--- src/rtl/systolic_skew_feeder_if.sv ---
// -----------------------------------------------------------------------------
// systolic_skew_feeder_if
//
// Groups the vector handshake and the skewed array-edge outputs of the
// systolic skew feeder, so that producer and feeder are connected by one bundle.
//
// Parameters
//   ARR_SIZE       array dimension N (lanes per vector, vectors per tile)
//   HORIZONTAL_BW  bits per lane element
//
// Signals
//   in_valid          producer -> feeder : in_data holds a valid vector
//   in_ready          feeder -> producer : feeder accepts a vector this cycle
//   in_data           producer -> feeder : one vector, lane k at [k*BW +: BW]
//   horizontal_input  feeder -> array    : skewed lanes for the array's left edge
//   out_valid         feeder -> array    : horizontal_input belongs to a tile
//   tile_done         feeder -> array    : pulse on the last stream cycle
//
// Modports
//   slave   the feeder
//   master  the producer/consumer side (the testbench or the surrounding system)
// -----------------------------------------------------------------------------
interface systolic_skew_feeder_if #(
   parameter int ARR_SIZE      = 4,
   parameter int HORIZONTAL_BW = 16
);

   logic                              in_valid;
   logic                              in_ready;
   logic [HORIZONTAL_BW*ARR_SIZE-1:0] in_data;
   logic [HORIZONTAL_BW*ARR_SIZE-1:0] horizontal_input;
   logic                              out_valid;
   logic                              tile_done;

   modport slave (
      input  in_valid,
      input  in_data,
      output in_ready,
      output horizontal_input,
      output out_valid,
      output tile_done
   );

   modport master (
      output in_valid,
      output in_data,
      input  in_ready,
      input  horizontal_input,
      input  out_valid,
      input  tile_done
   );

endinterface

--- src/rtl/systolic_skew_feeder.sv ---
// -----------------------------------------------------------------------------
// systolic_skew_feeder
//
// Collects N vectors of N lanes into a tile buffer, then streams the tile into
// the left edge of an N x N systolic array with the classic diagonal skew:
// at stream count c, lane k carries row (c-k) of the tile, or zero when that
// row does not exist. A tile streams for exactly 2N-1 cycles, then the feeder
// returns to loading. Lane data is passed bit-exact.
//
// FSM states
//   state     | meaning
//   ----------+----------------------------------------------------------
//   ST_LOAD   | in_ready=1; each accepted beat is written to row ld_cnt
//   ST_STREAM | in_ready=0; st_cnt walks 0..2N-2, driving skewed lanes
//
// Ports
//   clk   single clock, rising edge
//   rst   asynchronous, active-high reset
//   bus   systolic_skew_feeder_if.slave (handshake in, skewed lanes out)
//
// horizontal_input, out_valid and tile_done are registered: the values for
// stream count c appear in the cycle after the FSM sits at count c. As a
// result tile_done coincides with the cycle where the FSM is already back in
// ST_LOAD, so the next tile can start loading without a bubble.
// -----------------------------------------------------------------------------
module systolic_skew_feeder #(
   parameter int ARR_SIZE      = 4,
   parameter int HORIZONTAL_BW = 16
) (
   input  logic                    clk,
   input  logic                    rst,
   systolic_skew_feeder_if.slave   bus
);

   localparam int N     = ARR_SIZE;
   localparam int BW    = HORIZONTAL_BW;
   localparam int W     = N * BW;
   localparam int CNT_W = $clog2(2 * N);

   localparam logic [CNT_W-1:0] LOAD_LAST   = CNT_W'(N - 1);
   localparam logic [CNT_W-1:0] STREAM_LAST = CNT_W'(2 * N - 2);

   typedef enum logic {
      ST_LOAD   = 1'b0,
      ST_STREAM = 1'b1
   } state_e;

   state_e           state_q, state_d;
   logic [CNT_W-1:0] ld_cnt_q, ld_cnt_d;
   logic [CNT_W-1:0] st_cnt_q, st_cnt_d;

   logic [W-1:0]     tile_q [N];

   logic [W-1:0]     hin_q, hin_d;
   logic             out_valid_q, out_valid_d;
   logic             tile_done_q, tile_done_d;

   logic             accept;

   assign accept = bus.in_valid && (state_q == ST_LOAD);

   // ---------------------------------------------------------------------------
   // FSM: next state and counters
   // ---------------------------------------------------------------------------
   always_comb begin
      state_d  = state_q;
      ld_cnt_d = ld_cnt_q;
      st_cnt_d = st_cnt_q;
      unique case (state_q)
         ST_LOAD: begin
            if (accept) begin
               if (ld_cnt_q == LOAD_LAST) begin
                  ld_cnt_d = '0;
                  st_cnt_d = '0;
                  state_d  = ST_STREAM;
               end else begin
                  ld_cnt_d = ld_cnt_q + CNT_W'(1);
               end
            end
         end
         ST_STREAM: begin
            if (st_cnt_q == STREAM_LAST) begin
               st_cnt_d = '0;
               state_d  = ST_LOAD;
            end else begin
               st_cnt_d = st_cnt_q + CNT_W'(1);
            end
         end
         default: begin
            state_d  = ST_LOAD;
            ld_cnt_d = '0;
            st_cnt_d = '0;
         end
      endcase
   end

   // ---------------------------------------------------------------------------
   // Skewed lane selection. Lane k shows row r exactly when st_cnt == r + k;
   // comparing against constant r + k avoids any subtraction or variable
   // array index on the read path.
   // ---------------------------------------------------------------------------
   always_comb begin
      hin_d       = '0;
      out_valid_d = (state_q == ST_STREAM);
      tile_done_d = (state_q == ST_STREAM) && (st_cnt_q == STREAM_LAST);
      if (state_q == ST_STREAM) begin
         for (int r = 0; r < N; r++) begin
            for (int k = 0; k < N; k++) begin
               if (st_cnt_q == CNT_W'(r + k)) begin
                  hin_d[k*BW +: BW] = tile_q[r][k*BW +: BW];
               end
            end
         end
      end
   end

   // ---------------------------------------------------------------------------
   // State, counters and registered outputs
   // ---------------------------------------------------------------------------
   always_ff @(posedge clk or posedge rst) begin
      if (rst) begin
         state_q     <= ST_LOAD;
         ld_cnt_q    <= '0;
         st_cnt_q    <= '0;
         hin_q       <= '0;
         out_valid_q <= 1'b0;
         tile_done_q <= 1'b0;
      end else begin
         state_q     <= state_d;
         ld_cnt_q    <= ld_cnt_d;
         st_cnt_q    <= st_cnt_d;
         hin_q       <= hin_d;
         out_valid_q <= out_valid_d;
         tile_done_q <= tile_done_d;
      end
   end

   // Tile buffer carries no reset: its contents are only observed after a
   // complete tile has been written since the last reset.
   always_ff @(posedge clk) begin
      for (int r = 0; r < N; r++) begin
         if (accept && (ld_cnt_q == CNT_W'(r))) begin
            tile_q[r] <= bus.in_data;
         end
      end
   end

   assign bus.in_ready         = (state_q == ST_LOAD);
   assign bus.horizontal_input = hin_q;
   assign bus.out_valid        = out_valid_q;
   assign bus.tile_done        = tile_done_q;

   // ---------------------------------------------------------------------------
   // Structural invariants
   // ---------------------------------------------------------------------------
   a_done_in_stream : assert property (@(posedge clk) disable iff (rst)
      bus.tile_done |-> bus.out_valid);

   a_st_cnt_range : assert property (@(posedge clk) disable iff (rst)
      st_cnt_q <= STREAM_LAST);

   a_ld_cnt_range : assert property (@(posedge clk) disable iff (rst)
      ld_cnt_q <= LOAD_LAST);

   a_ld_idle_in_stream : assert property (@(posedge clk) disable iff (rst)
      (state_q == ST_STREAM) |-> (ld_cnt_q == '0));

endmodule

--- src/flat_wrapper.sv ---
// flat-port wrapper written by rule: the top's interface ports become plain ports
module systolic_skew_feeder_flat 
#(
   parameter int ARR_SIZE      = 4,
   parameter int HORIZONTAL_BW = 16
)
  (clk, rst, bus_in_valid, bus_in_data, bus_in_ready, bus_horizontal_input, bus_out_valid, bus_tile_done);
  systolic_skew_feeder_if #(.ARR_SIZE(ARR_SIZE), .HORIZONTAL_BW(HORIZONTAL_BW)) bus_i ();
  input  logic clk;
  input  logic rst;
  input wire logic [$bits(bus_i.in_valid)-1:0] bus_in_valid;
  input wire logic [$bits(bus_i.in_data)-1:0] bus_in_data;
  output wire logic [$bits(bus_i.in_ready)-1:0] bus_in_ready;
  output wire logic [$bits(bus_i.horizontal_input)-1:0] bus_horizontal_input;
  output wire logic [$bits(bus_i.out_valid)-1:0] bus_out_valid;
  output wire logic [$bits(bus_i.tile_done)-1:0] bus_tile_done;
  assign bus_i.in_valid = bus_in_valid;
  assign bus_i.in_data = bus_in_data;
  assign bus_in_ready = bus_i.in_ready;
  assign bus_horizontal_input = bus_i.horizontal_input;
  assign bus_out_valid = bus_i.out_valid;
  assign bus_tile_done = bus_i.tile_done;
  systolic_skew_feeder #(.ARR_SIZE(ARR_SIZE), .HORIZONTAL_BW(HORIZONTAL_BW)) u_core (.clk(clk), .rst(rst), .bus(bus_i));
endmodule
--- config.mk ---
export PLATFORM = sky130hd
export DESIGN_NAME = systolic_skew_feeder_flat
export DESIGN_NICKNAME = d
export VERILOG_FILES = /design/src/rtl/systolic_skew_feeder_if.sv /design/src/rtl/systolic_skew_feeder.sv /design/src/flat_wrapper.sv
export SDC_FILE = /design/constraint.sdc
export NUM_CORES = 1
export LEC_CHECK = 0
export ABC_AREA = 0
export CAP_MARGIN = 20
export CORE_MARGIN = 2
export CORE_UTILIZATION = 56
export DETAILED_ROUTE_END_ITERATION = 6
export PLACE_DENSITY = 0.8
export SLEW_MARGIN = 20
export SYNTH_ARGS = -nofsm -noshare
export SYNTH_HDL_FRONTEND = slang
export SYNTH_SLANG_ARGS = --single-unit
--- constraint.sdc ---
create_clock -name clk -period 3.5 [get_ports clk]
set_input_delay 1.05 -clock clk [delete_from_list [all_inputs] [get_ports clk]]
set_output_delay 1.05 -clock clk [all_outputs]
set_load 0.02 [all_outputs]
# Word level (Yosys, flattened, before mapping)
# Memories as Yosys holds them, arrays and structs flattened.
# Cells that the tools add are included.
# op_classes
bitwise_logic	1
reduce_logical	13
mux	43
eq_ne	11
add_sub_neg	2
# ops
operator	count
$mux W16	16
$mux W64	4
$reduce_or A64 Y1	3
$mux W1	14
$eq A3 B2 Y1 const B	4
$mux W3	4
$eq A3 B3 Y1 const B	3
$add A3 B1 Y3 const B	2
$eq A3 B1 Y1 const B	2
$logic_and A1 B1 Y1	6
$logic_not A3 Y1	2
$mux W2	3
$pmux W3 S2	1
$ne A2 B1 Y1 const B	2
$reduce_and A2 Y1	2
$pmux W1 S2	1
$not A1 Y1	1
# totals
memories	1
register_bits	73
wordCells	77
input_bits	67
output_inout_bits	67
mem_bits_rw	256
# mem_list
name	words	word_bits	rd	rd_clocked_by_memory_dff	write_ports	line	rtl
u_core.tile_q	4	64	4	0	1	systolic_skew_feeder.sv:52	logic [W-1:0] tile_q [N];

# Depth between registers and ports, before layout
# logic_depth
depth_word	9
ltp_mapped	9
depth_no_buf	5

# Worst setup path after synthesis
# OpenSTA, ideal clock, no wires.
# synth_path
path_type	in2reg
from	in bus_in_valid
to	mem u_core.tile_q[0][0] (netlist name), enable pin
setup_time_ps	429
path_buffers	0
setup_slack_ps	256
path_stages	3
arrival_time_ps	2815
cell_sequence	nand2b_1 > nor2_1 > and2_1
# synth_via
elab_chain_cells	8
# synth_rtl
element	line	rtl
from (decl)	flat_wrapper.sv:11	input wire logic [$bits(bus_i.in_valid)-1:0] bus_in_valid;
$logic_and A1 B1 Y1 *	systolic_skew_feeder.sv:60	assign accept = bus.in_valid && (state_q == ST_LOAD);
$logic_and A1 B1 Y1	systolic_skew_feeder.sv:142	if (accept && (ld_cnt_q == CNT_W'(r))) begin
$mux W1	systolic_skew_feeder.sv:142	
$mux W1 (implied by the code)	systolic_skew_feeder.sv:143	tile_q[r] <= bus.in_data;
$reduce_or A64 Y1 (no source line)	--	
$mux W2 (no source line) or $mux W1 (tied branches) (3 in a row)	--	
to (decl)	systolic_skew_feeder.sv:52	
# Mark *: on every way between the ends. The rest lies on a longest branch, timed or not.

# Final worst setup path
# layout_path
from	reg u_core.state_q, in the netlist u_core.out_valid_d
to	out bus_in_ready
# layout_via
elab_chain_cells	1
# layout_rtl
element	line	rtl
from (decl)	systolic_skew_feeder.sv:48	state_e state_q, state_d;
from (signal assigned)	systolic_skew_feeder.sv:129	state_q <= state_d;
$not A1 Y1	--	
to (decl)	flat_wrapper.sv:13	output wire logic [$bits(bus_i.in_ready)-1:0] bus_in_ready;
# No other way between the ends.

==> flow_summary_export.csv <==
group,metric,value,unit
route,wirelength,24500,um
place,dp_slack,0.453,ns
route,ant_nets,0,
worst_setup_path,crit_type,"register to primary output",
worst_setup_path,cp-start-kind,"register",
power_and_ir_drop,p_sw_share,30.2,%
global_route,grt_start_max_net_pins,68,
global_route,first_global_vias,6891,
layout,most-common-layout-cells,"256 x edfxtp_1, 133 x clkdlybuf4s50_1, 80 x o21ai_0",
global_route,grt_overflow,0,
timing,hold_viol,0,
worst_setup_path,path_cells,"inv_1 -> clkdlybuf4s50_1",
floorplan,io_pins,134,
synthesis,ys_top_cells_by_area,"edfxtp_1 63%, dfrtp_1 15%, o21ai_0 3.3%",
power_and_ir_drop,total_power,0.0122,W
worst_setup_path,timing.critical_path.slowest_cell_delay,0.65,ns
route,drtIter0Drc,470,
layout,mostFrequentLayoutCell,"edfxtp_1",
timing,skew,0.00813,ns
cts,clock_sinks,329,
layout,drive_above_1_share,11.0,%
route,detail_route.first_pass.iterations,5,
hold_path,min_path_type,"register to register",
place,io_buffers,133,
timing,rsz0062_at_grt,"no",
cts,worstSkewPairLatency,0.55,ns
synthesis,synth_top_area_share,63.5,%
route,dr_total_vias,6781,
cts,cts-root-buf,"clkbuf_16",
cts,cts_setup_buffers,0,
timing,setup_violations,0,
status,status,"finished clean",
floorplan,core,21200,um^2
route,via_per_inst,5.85,
cts,cts_buffer_depth,3,
global_route,grt_first_pass_wirelength,37500,um
timing,clock.fmax,351,MHz
cts,clk_pin_slew_worst_paths,0.07,ns
synthesis,synth.avg_cell_area,16.7,um^2
cts,cts.repair.resized,0,
power_and_ir_drop,power.internal,0.00848,W
worst_setup_path,crit_arrival,1.80,ns
layout,area_growth,22.4,%
timing,worstMarginPinSlew,1.04,ns
worst_setup_path,path_max_fanout,4,
synthesis,synthCells,725,
power_and_ir_drop,power_frac_comb,28.6,%
synthesis,synthDistinctLibCells,34,
cts,h-tree-depth,1,
cts,cts_hold_buf,0,
place,hpwl,14100,um
power_and_ir_drop,peakVddDrop,0.000545,V
power_and_ir_drop,clkPwrFrac,28.9,%
synthesis,syn_nets,797,
synthesis,synth_seq_cells,329,
power_and_ir_drop,leakagePower,5.31,nW
cts,cts_tree,"yes",
timing,finalCritPeriodShare,81.4,%
timing,report.final.slew_viol_count,0,
synthesis,ys_warn_count,0,
synthesis,netlist_area,12100,um^2
global_route,grt_use_total,21.7,%
cts,cts_buffers,31,
place,routabilityCongestion,0.744,
floorplan,die-area,22800,um^2
floorplan,die_h,151,um
power_and_ir_drop,power.density,819,nW/um^2
timing,fin_tns_setup,0,ns
synthesis,synth_area_leader_cell,"edfxtp_1",
worst_setup_path,critPathSlowestCell,"clkdlybuf4s50_1",
layout,post-route-util,70.1,%
worst_setup_path,critPathCaptureType,"primary output",
synthesis,yosysSeqAreaShare,78.6,%
floorplan,initial_core_util,57.3,%
worst_setup_path,crit_required,2.45,ns
layout,antenna_cells,0,
timing,fin_ws,0.653,ns
timing,maxSlewHeadroom,30.4,%
flow_run,max_cap_violations,0,
power_and_ir_drop,power_switching,0.00367,W
route,wl_per_cell,21.2,um
floorplan,die_x,151,um
power_and_ir_drop,p_seq_share,42.5,%
floorplan,rows,53,
layout,layout.nets,932,
layout,num-fill-cells,1352,
timing,finalCriticalPeriod,2.85,ns
global_route,antenna_found_initial,0,
timing,hold_ws,0.473,ns
route,drc_errors,0,
-- power groups by stage --
stage | Combinational [W] | Clock [W] | Sequential (W)
floorplan | 0.00184 | 0 | 0.00559
global placement | 0.00339 | 0 | 0.00522
detailed placement | 0.00345 | 0 | 0.00524
CTS | 0.00350 | 0.00355 | 0.00518
global route | 0.00375 | 0.00370 | 0.00522
finish | 0.00347 | 0.00351 | 0.00517
-- logic make-up (layout without fill, tap and decap cells) --
kind of cell	Yosys count	after routing	share of synthesized area, %
AOI/OAI and AO/OA	150	150	7.62
adders and majority gates	5	5	0.517
buffers and inverters	55	214	2.54
DFF	329	329	78.6
muxes	51	51	4.40
and+or+nand+nor	135	135	6.36
-- flip-flops by register name, indices dropped and copies added, names as in the netlist --
signal,count
u_core.ld_cnt_q,3
u_core.bus.horizontal_input,64
u_core.bus.tile_done,1
u_core.bus.out_valid,1
u_core.st_cnt_q,3
u_core.out_valid_d,1
u_core.tile_q,256
-- worst paths after layout --
kind / cells after the start / to / startpoint / slack [ns]
max in group asynchronous: 3 / u_core.bus.horizontal_input[58]$_DFF_PP0_ / rst / 1.95
min in group asynchronous: 2 / u_core.bus.horizontal_input[13]$_DFF_PP0_ / rst / 0.90
worst max-delay path: 2 / bus_in_ready / u_core.out_valid_d$_DFF_PP0_ / 0.65
worst min-delay path: 1 / u_core.bus.horizontal_input[56]$_DFF_PP0_ / u_core.tile_q[3][56]$_DFFE_PP_ / 0.47
worst max register to register: 5 / u_core.bus.horizontal_input[20]$_DFF_PP0_ / u_core.st_cnt_q[2]$_DFFE_PP0P_ / 0.73
worst min register to register: 1 / u_core.bus.horizontal_input[56]$_DFF_PP0_ / u_core.tile_q[3][56]$_DFFE_PP_ / 0.47
-- Yosys cell counts (all sizes together) --
cell / n
a221oi: 16
nand3b: 2
a21oi: 3
nand2b: 2
clkbuf: 17
edfxtp: 256
and2b: 1
and3: 1
nor2b: 2
inv: 8
ha: 5
buf: 30
mux2: 18
o21ai: 80
nor3b: 2
dfrtp: 73
nor2: 21
or3b: 1
and2: 5
nand3: 16
and3b: 32
a31oi: 33
nor4b: 1
a22o: 18
mux2i: 33
nand2: 49
-- through the flow --
step	cell area, um^2	cells
6_report	14800	1159
4_1_cts	14800	1159
3_5_place_dp	13700	1102
3_3_place_gp	13700	1102
5_1_grt	14800	1159
2_1_floorplan	12100	725
-- worst max-delay path: cells and delay by family (launching register included) --
family | cells | cell delay, ns
DFF | 1 | 0.40
buffers and inverters | 2 | 0.85
-- cell type report --
| type | count | area, um^2 | share of cell area (%) |
|---|---|---|---|
| Clock buffer | 36 | 825 | 5.56 |
| Multi-Input combinational cell | 341 | 2310 | 15.6 |
| Sequential cell | 329 | 9520 | 64.2 |
| Tap cell | 275 | 344 | 2.32 |
| Timing Repair Buffer | 149 | 1540 | 10.4 |
| Clock inverter | 21 | 255 | 1.72 |
| Inverter | 8 | 31.3 | 0.211 |
-- routing by layer --
| layer | wire length (um) | up-vias | track usage, % |
|---|---|---|---|
| met5 | 0 | - | 0 |
| met4 | 470 | 0 | 7.01 |
| met3 | 1550 | 33 | 2.98 |
| met2 | 12400 | 298 | 36.9 |
| met1 | 10100 | 3419 | 29.3 |
| li1 | - | 3031 | - |
Note: power is estimated with default switching activity, not from simulation.
